`src/rtl/neuron_mac.sv`:
```
// ---------------------------------------------------------------------------
// neuron_mac
// One neuron's multiply-accumulate engine, fed by Weight_Memory.
//
// Streams numWeight signed activations in over a valid/ready handshake. Each
// accepted activation fires a read of the matching weight. The engine
// accumulates activation*weight, adds a bias, and then applies ReLU, a fixed
// arithmetic right shift and saturation. It holds the result until a consumer
// takes it.
//
// Ports
//   clk        clock, all state updates on posedge
//   rst        asynchronous active-high reset
//   in_valid   activation on in_data is valid
//   in_ready   engine can accept an activation this cycle
//   in_data    signed activation
//   bias       signed bias, sampled only in the ACT cycle
//   w_ren      weight read enable (Weight_Memory.ren)
//   w_radd     weight read address (Weight_Memory.radd)
//   w_data     weight returned one cycle after w_ren (Weight_Memory.wout)
//   out_valid  out_data holds a finished result
//   out_ready  consumer takes out_data when out_valid & out_ready
//   out_data   activated result, 0 .. 2^(dataWidth-1)-1
// ---------------------------------------------------------------------------
module neuron_mac #(
    parameter int numWeight    = 128,
    parameter int addressWidth = 7,
    parameter int dataWidth    = 8,
    parameter int accWidth     = 24,
    parameter int outShift     = 4
) (
    input  logic                    clk,
    input  logic                    rst,
    input  logic                    in_valid,
    output logic                    in_ready,
    input  logic [dataWidth-1:0]    in_data,
    input  logic [accWidth-1:0]     bias,
    output logic                    w_ren,
    output logic [addressWidth-1:0] w_radd,
    input  logic [dataWidth-1:0]    w_data,
    output logic                    out_valid,
    input  logic                    out_ready,
    output logic [dataWidth-1:0]    out_data
);

    typedef enum logic [1:0] {
        RUN   = 2'd0,
        DRAIN = 2'd1,
        ACT   = 2'd2,
        DONE  = 2'd3
    } state_t;

    localparam logic [addressWidth-1:0] LAST_IDX = addressWidth'(numWeight - 1);
    localparam logic [dataWidth-1:0]    OUT_MAX  = {1'b0, {(dataWidth-1){1'b1}}};
    localparam logic signed [accWidth:0] OUT_MAX_WIDE =
        {{(accWidth-dataWidth+1){1'b0}}, OUT_MAX};

    // ReLU, rescale and saturate of acc + bias. The sum is formed one bit
    // wider than the accumulator so that it cannot overflow.
    function automatic logic [dataWidth-1:0] activate(
        input logic [accWidth-1:0] acc_val,
        input logic [accWidth-1:0] bias_val
    );
        logic signed [accWidth:0] sum_v;
        logic signed [accWidth:0] shifted_v;
        sum_v     = $signed({acc_val[accWidth-1], acc_val})
                  + $signed({bias_val[accWidth-1], bias_val});
        shifted_v = sum_v >>> outShift;
        if (sum_v[accWidth]) begin
            activate = {dataWidth{1'b0}};
        end else if (shifted_v > OUT_MAX_WIDE) begin
            activate = OUT_MAX;
        end else begin
            activate = shifted_v[dataWidth-1:0];
        end
    endfunction

    state_t                   state_r;
    state_t                   state_s;
    logic [addressWidth-1:0]  idx_r;
    logic [accWidth-1:0]      acc_r;
    logic                     mac_en_r;
    logic [dataWidth-1:0]     x_d_r;
    logic                     accept_s;
    logic signed [2*dataWidth-1:0] prod_s;
    logic [accWidth-1:0]      prod_ext_s;

    // Handshake and weight-read outputs. These are combinational so that the
    // read is issued in the same cycle as the accept. They are forced low
    // while reset is asserted.
    always_comb begin
        in_ready = (state_r == RUN) && !rst;
        accept_s = in_valid && in_ready;
        w_ren    = accept_s;
        w_radd   = idx_r;
    end

    // x_d_r was registered in the accept cycle, so it lines up with the
    // weight that comes back the next cycle.
    always_comb begin
        prod_s     = $signed(x_d_r) * $signed(w_data);
        prod_ext_s = {{(accWidth-2*dataWidth){prod_s[2*dataWidth-1]}}, prod_s};
    end

    // State register.
    always_ff @(posedge clk or posedge rst) begin
        if (rst) begin
            state_r <= RUN;
        end else begin
            state_r <= state_s;
        end
    end

    // Next-state logic.
    always_comb begin
        state_s = state_r;
        case (state_r)
            RUN: begin
                if (accept_s && (idx_r == LAST_IDX)) begin
                    state_s = DRAIN;
                end else begin
                    state_s = RUN;
                end
            end
            DRAIN: state_s = ACT;
            ACT:   state_s = DONE;
            DONE: begin
                if (out_ready) begin
                    state_s = RUN;
                end else begin
                    state_s = DONE;
                end
            end
            default: state_s = RUN;
        endcase
    end

    // Datapath: index, activation pipeline, accumulator and the held result.
    always_ff @(posedge clk or posedge rst) begin
        if (rst) begin
            idx_r     <= {addressWidth{1'b0}};
            acc_r     <= {accWidth{1'b0}};
            mac_en_r  <= 1'b0;
            x_d_r     <= {dataWidth{1'b0}};
            out_valid <= 1'b0;
            out_data  <= {dataWidth{1'b0}};
        end else begin
            // mac_en_r is only ever set in RUN. The DONE clear therefore
            // never competes with an accumulate.
            if (mac_en_r) begin
                acc_r <= acc_r + prod_ext_s;
            end else if ((state_r == DONE) && out_ready) begin
                acc_r <= {accWidth{1'b0}};
            end else begin
                acc_r <= acc_r;
            end

            case (state_r)
                RUN: begin
                    if (accept_s) begin
                        x_d_r    <= in_data;
                        mac_en_r <= 1'b1;
                        if (idx_r == LAST_IDX) begin
                            idx_r <= {addressWidth{1'b0}};
                        end else begin
                            idx_r <= idx_r + {{(addressWidth-1){1'b0}}, 1'b1};
                        end
                    end else begin
                        mac_en_r <= 1'b0;
                    end
                end
                DRAIN: begin
                    mac_en_r <= 1'b0;
                end
                ACT: begin
                    mac_en_r  <= 1'b0;
                    out_data  <= activate(acc_r, bias);
                    out_valid <= 1'b1;
                end
                DONE: begin
                    mac_en_r <= 1'b0;
                    if (out_ready) begin
                        out_valid <= 1'b0;
                    end else begin
                        out_valid <= out_valid;
                    end
                end
                default: begin
                    mac_en_r <= 1'b0;
                end
            endcase
        end
    end

endmodule

```
`config.mk`:
```
export PLATFORM = sky130hd
export DESIGN_NAME = neuron_mac
export DESIGN_NICKNAME = d
export VERILOG_FILES = /design/src/rtl/neuron_mac.sv
export SDC_FILE = /design/constraint.sdc
export NUM_CORES = 1
export LEC_CHECK = 0
export ABC_AREA = 1
export CELL_PAD_IN_SITES_DETAIL_PLACEMENT = 0
export CELL_PAD_IN_SITES_GLOBAL_PLACEMENT = 1
export CORE_UTILIZATION = 44
export CTS_BUF_LIST = sky130_fd_sc_hd__clkbuf_8
export DETAILED_ROUTE_END_ITERATION = 16
export PLACE_DENSITY = 0.88
export SETUP_SLACK_MARGIN = 0.05
export SKIP_LAST_GASP = 1
export SLEW_MARGIN = 20
export SYNTH_ARGS = -nofsm -noshare
export SYNTH_HDL_FRONTEND = slang
export SYNTH_SLANG_ARGS = --single-unit
```
`constraint.sdc`:
```
create_clock -name clk -period 7.6 [get_ports clk]
set_clock_uncertainty 0.1 [all_clocks]
set_input_delay 1.52 -clock clk [delete_from_list [all_inputs] [get_ports clk]]
set_output_delay 1.52 -clock clk [all_outputs]
set_load 0.05 [all_outputs]
```
==> impl_metrics.csv, run 1 <==
group,metric,value,unit
run_status,status,"finished clean",
die,ioPinCount,62,
yosys,synth_fp_nets,1294,
detailed_routing,routedWlPerCell,13.0,µm
detailed_routing,antenna_left,0,
yosys,synth_async_sr_flop_share,1.00,
timing,rsz0062_at_grt,"yes",
worst_setup_path,cp-end-kind,"register",
yosys,ys_types,41,
grt,grt_pass1_vias,6671,
cells_and_area,syn_to_final_growth,13.1,%
detailed_routing,num_vias,6821,
grt,grt_start_max_net_pins,52,
yosys,yosysWarnings,0,
yosys,synth-main-ff-cell,"dfrtp_1",
placement,hpwlAfterDp,15400,µm
timing,clock.fmax,139,MHz
yosys,yosysSeqAreaShare,0.171,
timing,slew_headroom,0.473,
yosys,post-synth-top-count-cell,"nand2_1",
timing,finalCritPeriodShare,0.948,
timing,fin_setup_tns,0,ns
grt,grt_antenna_before_repair,0,
die,die_area,17500,µm²
cells_and_area,final_nets,1350,
placement,numPortBuffers,61,
die,row_count,47,
die,die_x,132,µm
clocking,clkSlewWorstSetupHoldPaths,0.12,ns
detailed_routing,wl_met3,605,µm
placement,globalplace.congestion,0.908,
clocking,clock_latency,0.33,ns
yosys,synth_edf_count,0,
detailed_routing,highest_layer,"met4",
detailed_routing,wirelength,18200,µm
detailed_routing,wl_met2,8750,µm
grt,grt_pass1_wl,30900,µm
clocking,cts_max_level,2,
timing,setup_viol,0,
timing,finalCriticalPeriod,7.21,ns
worst_setup_path,path_max_fanout,5,
clocking,numCtsBuffers,5,
detailed_routing,wl_met1,8250,µm
detailed_routing,drt-vias-per-instance,4.89,
clocking,clockRootBuffer,"clkbuf_8",
timing,worst_pin_slew,0.789,ns
yosys,post_synth_most_frequent_cells,"339 x nand2_1, 236 x inv_1, 76 x ha_1, 70 x a21oi_1, 59 x nor2_1",
job,drv_cap,0,
yosys,synth_top_area_cell,"dfrtp_1",
die,die_h,132,µm
grt,track_usage,0.215,
cells_and_area,antenna_cells,0,
die,start_util,0.451,
worst_setup_path,cp.required,7.73,ns
worst_setup_path,crit_path_start_kind,"input pin",
timing,drv_slew,0,
cells_and_area,final_core_util,0.511,
timing,hold_ws,0.396,ns
yosys,syn_inst,1118,
yosys,synth_top_area_share,0.171,
clocking,clock_sinks,51,
die,core_area,16600,µm²
cells_and_area,drive_gt1_frac,0.0528,
detailed_routing,drtIter0Drc,299,
worst_setup_path,crit_type,"input pin to register",
grt,grt_overflow,0,
yosys,ys_ff_latch,51,
cells_and_area,nFillCells,1732,
yosys,avgSynthCellArea,6.69,µm²
detailed_routing,dr.pass1.iters,5,
clocking,tritoncts,"built",
detailed_routing,drc,0,
yosys,syn_area,7480,µm²
clocking,clock_path_buffers,2,
timing,hold_viol_final,0,
worst_hold_path,hold_path.class,"register to register",
worst_setup_path,cp.arrival,7.33,ns
yosys,synthTopCellsByArea,"dfrtp_1 17%, nand2_1 17%, fa_1 15%",
worst paths after layout:
path | startpoint | to | slack, ns | cells after the start
worst max-delay path | w_data[7] | acc_r[20]$_DFFE_PP0P_ | 0.39 | 26
worst min-delay path | out_data[4]$_DFFE_PP0P_ | out_data[4]$_DFFE_PP0P_ | 0.40 | 2
worst max register to register | x_d_r[0]$_DFFE_PP0P_ | acc_r[20]$_DFFE_PP0P_ | 1.57 | 24
worst min register to register | out_data[4]$_DFFE_PP0P_ | out_data[4]$_DFFE_PP0P_ | 0.40 | 2
max in group asynchronous | rst | acc_r[15]$_DFFE_PP0P_ | 5.32 | 3
min in group asynchronous | rst | state_r[0]$_DFF_PP0_ | 1.61 | 3
registers in the layout, summed over array words and instances (netlist names):
register,count
acc_r,24
out_data,8
x_d_r,8
w_radd,7
state_r,2
mac_en_r,1
out_valid,1
per-layer routing:
metal  vias to the layer above  GRT usage
li1                       3554          -
met1                      3072      0.273
met2                       157      0.380
met3                        38     0.0172
met4                         0     0.0817
met5                         -          0
critical path, cell delays in order:
cell,delay (ns)
clkdlybuf4s50_1,0.51
inv_1,0.06
or2_2,0.29
fa_1,0.50
fa_1,0.54
inv_1,0.05
fa_1,0.52
inv_1,0.05
fa_1,0.52
inv_1,0.04
ha_1,0.35
nand2_1,0.08
nor2_1,0.16
a21oi_1,0.11
buf_4,0.15
xnor2_1,0.20
ha_1,0.34
a21oi_1,0.26
o21a_1,0.16
nand3_1,0.15
nand2_1,0.10
o211ai_1,0.13
nand2_1,0.09
o211ai_1,0.09
o21ai_0,0.25
nand2_1,0.08
cell families (layout without fill, tap and decap cells):
family	after synthesis	after routing	share of synthesized area
flip-flops	51	51	0.171
XOR/XNOR	33	33	0.0396
AND/OR/NAND/NOR	496	496	0.277
AO/OA/AOI/OAI	139	139	0.101
buffers and inverters	267	324	0.134
adder cells (fa/ha/maj)	132	132	0.277
cell usage in the layout (no fill, tap or decap), drive strengths merged, types with 43 or more instances in the layout:
cell and n:
a21oi 70, nand2 354, fa 56, o21ai 48, nor2 68, dfrtp 51, clkdlybuf4s50 59, nand3 43
ha 76, inv 243
per-stage QoR:
step           instances  setup slack [ns]  cell area (µm²)
2_1_floorplan       1118             0.677             7480
3_3_place_gp        1386            0.0822             8350
3_5_place_dp        1386            0.0297             8350
4_1_cts             1394             0.353             8440
5_1_grt             1395            0.0177             8470
6_report            1395             0.395             8470
area by class of cell:
| cell class | count | area, µm² | area share |
|---|---|---|---|
| clock inverters | 3 | 27.5 | 0.00325 |
| well taps | 220 | 275 | 0.0325 |
| flip-flops and latches | 51 | 1280 | 0.151 |
| multi-input cells | 800 | 5210 | 0.616 |
| repair buffers | 70 | 683 | 0.0807 |
| inverters | 246 | 923 | 0.109 |
| clock buffers | 5 | 68.8 | 0.00813 |
repair_timing:
item                                    in CTS  in global routing
setup buffers                                0                  1
hold endpoints to repair                     0                  0
endpoints found under the setup margin       0                  5
resized for setup                            0                  6
hold buffers                                 0                  0
Power of run 1 is left out: the tool's default activity adds up to more than one toggle a clock period on the data nets, which glitch-free logic cannot reach.
==> inputs of run 2 (changes only) <==
==> constraint.sdc (replaced) <==
create_clock -name clk -period 7.6 [get_ports clk]
set_clock_uncertainty 0.1 [all_clocks]
set_input_delay 1.14 -clock clk [delete_from_list [all_inputs] [get_ports clk]]
set_output_delay 1.14 -clock clk [all_outputs]
set_load 0.05 [all_outputs]
==> run 2 against run 1 <==
Clock-buffer cell count unchanged. Sequential cell count stayed put. Setup slack gained 0.20 ns. Cell count shrank 0.43%. Critical path depth increased by 3. First-iteration DRC count fell by 17%. Die area did not move. Routed wire length shrank 2.6%. Global-route usage down 0.28 points.
==> impl_metrics.csv, run 2 (synthesis gave the netlist of run 1 again) <==
group,metric,value,unit
timing,finalCritPeriodShare,0.922,
grt,grt_pass1_vias,6570,
detailed_routing,drt-vias-per-instance,4.79,
placement,hpwlAfterDp,15200,µm
run_status,status,"finished clean",
die,die_x,132,µm
clocking,clock_path_buffers,2,
worst_setup_path,cp.arrival,7.12,ns
detailed_routing,num_vias,6652,
worst_setup_path,path_max_fanout,8,
worst_hold_path,hold_start,"out_data[5]$_DFFE_PP0P_",
cells_and_area,drive_gt1_frac,0.0470,
worst_hold_path,hold_path.class,"register to register",
timing,setup_viol,0,
grt,grt_antenna_before_repair,0,
placement,numPortBuffers,61,
grt,track_usage,0.212,
clocking,clkSlewWorstSetupHoldPaths,0.11,ns
detailed_routing,wl_met1,8390,µm
die,ioPinCount,62,
job,drv_cap,0,
worst_setup_path,crit_type,"input pin to register",
grt,grt_overflow,0,
worst_setup_path,crit_path_start_kind,"input pin",
worst_setup_path,cp-end-kind,"register",
detailed_routing,drtIter0Drc,248,
worst_setup_path,cpMostUsedCell,"nand2_1",
cells_and_area,final_nets,1344,
clocking,tritoncts,"built",
cells_and_area,largest_register,"acc_r",
cells_and_area,largest_reg_flops,24,
timing,fin_setup_tns,0,ns
grt,grt_pass1_wl,30600,µm
cells_and_area,syn_to_final_growth,12.4,%
detailed_routing,wl_met3,464,µm
clocking,clockRootBuffer,"clkbuf_8",
timing,hold_viol_final,0,
clocking,cts_hold_buf,0,
cells_and_area,final_common_cell,"nand2_1",
worst_setup_path,cp.required,7.71,ns
grt,grt_start_max_net_pins,52,
clocking,clock_sinks,51,
timing,slew_headroom,0.403,
die,die_h,132,µm
worst_setup_path,cp_slowest_cell,"fa_1",
cells_and_area,reg_top3,"acc_r: 24 flops, out_data: 8 flops, x_d_r: 8 flops",
timing,drv_slew,0,
detailed_routing,drc,0,
detailed_routing,dr.pass1.iters,6,
detailed_routing,antenna_left,0,
timing,worst_pin_slew,0.894,ns
clocking,cts_max_level,2,
cells_and_area,nFillCells,1727,
die,start_util,0.451,
detailed_routing,wl_met2,8650,µm
detailed_routing,wirelength,17700,µm
cells_and_area,final_cell_mix,"339 x nand2_1, 235 x inv_1, 76 x ha_1, 70 x a21oi_1, 61 x clkdlybuf4s50_1",
clocking,numCtsBuffers,5,
detailed_routing,highest_layer,"met4",
die,core_area,16600,µm²
die,row_count,47,
placement,globalplace.congestion,0.894,
timing,finalCriticalPeriod,7.01,ns
worst_setup_path,max_stage_delay,0.54,ns
cells_and_area,antenna_cells,0,
worst_setup_path,crit_start,"w_data[7]",
timing,rsz0062_at_grt,"no",
die,die_area,17500,µm²
worst_setup_path,r2r_start,"x_d_r[0]$_DFFE_PP0P_",
timing,clock.fmax,143,MHz
clocking,clock_latency,0.32,ns
detailed_routing,routedWlPerCell,12.8,µm
[run 2: through the flow]
stage / cells / utilization / hold slack [ns] / setup WS [ns] / cell area [µm²]
after global placement: 1381 / 0.501 / 0.366 / 0.378 / 8310
after floorplan: 1118 / - / 0.374 / 1.06 / 7480
final: 1389 / 0.507 / 0.395 / 0.594 / 8420
after CTS: 1389 / 0.507 / 0.398 / 0.603 / 8410
after global routing: 1389 / 0.507 / 0.435 / 0.138 / 8420
after detailed placement: 1381 / 0.501 / 0.368 / 0.270 / 8310
[run 2: layout make-up]
class	count	area [µm²]	share of cell area
Clock inverter	3	27.5	0.00327
Sequential cell	51	1280	0.152
Multi-Input combinational cell	800	5210	0.619
Clock buffer	5	68.8	0.00818
Inverter	246	925	0.110
Tap cell	220	275	0.0327
Timing Repair Buffer	64	633	0.0752
[run 2: path summary, 6_finish.rpt]
kind / cells past startpoint / endpoint / slack [ns]
max in group asynchronous: 2 / acc_r[11]$_DFFE_PP0P_ / 5.64
worst max-delay path: 29 / acc_r[22]$_DFFE_PP0P_ / 0.59
min in group asynchronous: 2 / state_r[0]$_DFF_PP0_ / 1.22
worst min-delay path: 2 / out_data[5]$_DFFE_PP0P_ / 0.39
worst min register to register: 2 / out_data[5]$_DFFE_PP0P_ / 0.39
worst max register to register: 27 / acc_r[22]$_DFFE_PP0P_ / 1.56
[run 2: per-layer routing]
| metal | vias to the layer above | GRT usage |
|---|---|---|
| li1 | 3535 | - |
| met2 | 93 | 0.381 |
| met1 | 3008 | 0.282 |
| met3 | 16 | 0.0165 |
| met4 | 0 | 0.0338 |
| met5 | - | 0 |
[run 2: worst max-delay path: cells and delay by family]
family,cells,cell delay (ns)
adders and majority gates,6,2.77
xor gates and xnor gates,1,0.09
AOI/OAI and AO/OA,6,0.83
and+or+nand+nor,11,1.48
buffers and inverters,5,0.80
[run 2: timing repair]
item | 4_1_cts | 5_1_grt
setup buffers | 0 | 0
gates resized for setup | 0 | 1
setup endpoints to repair | 0 | 3
Power of run 2 is left out for the same reason.
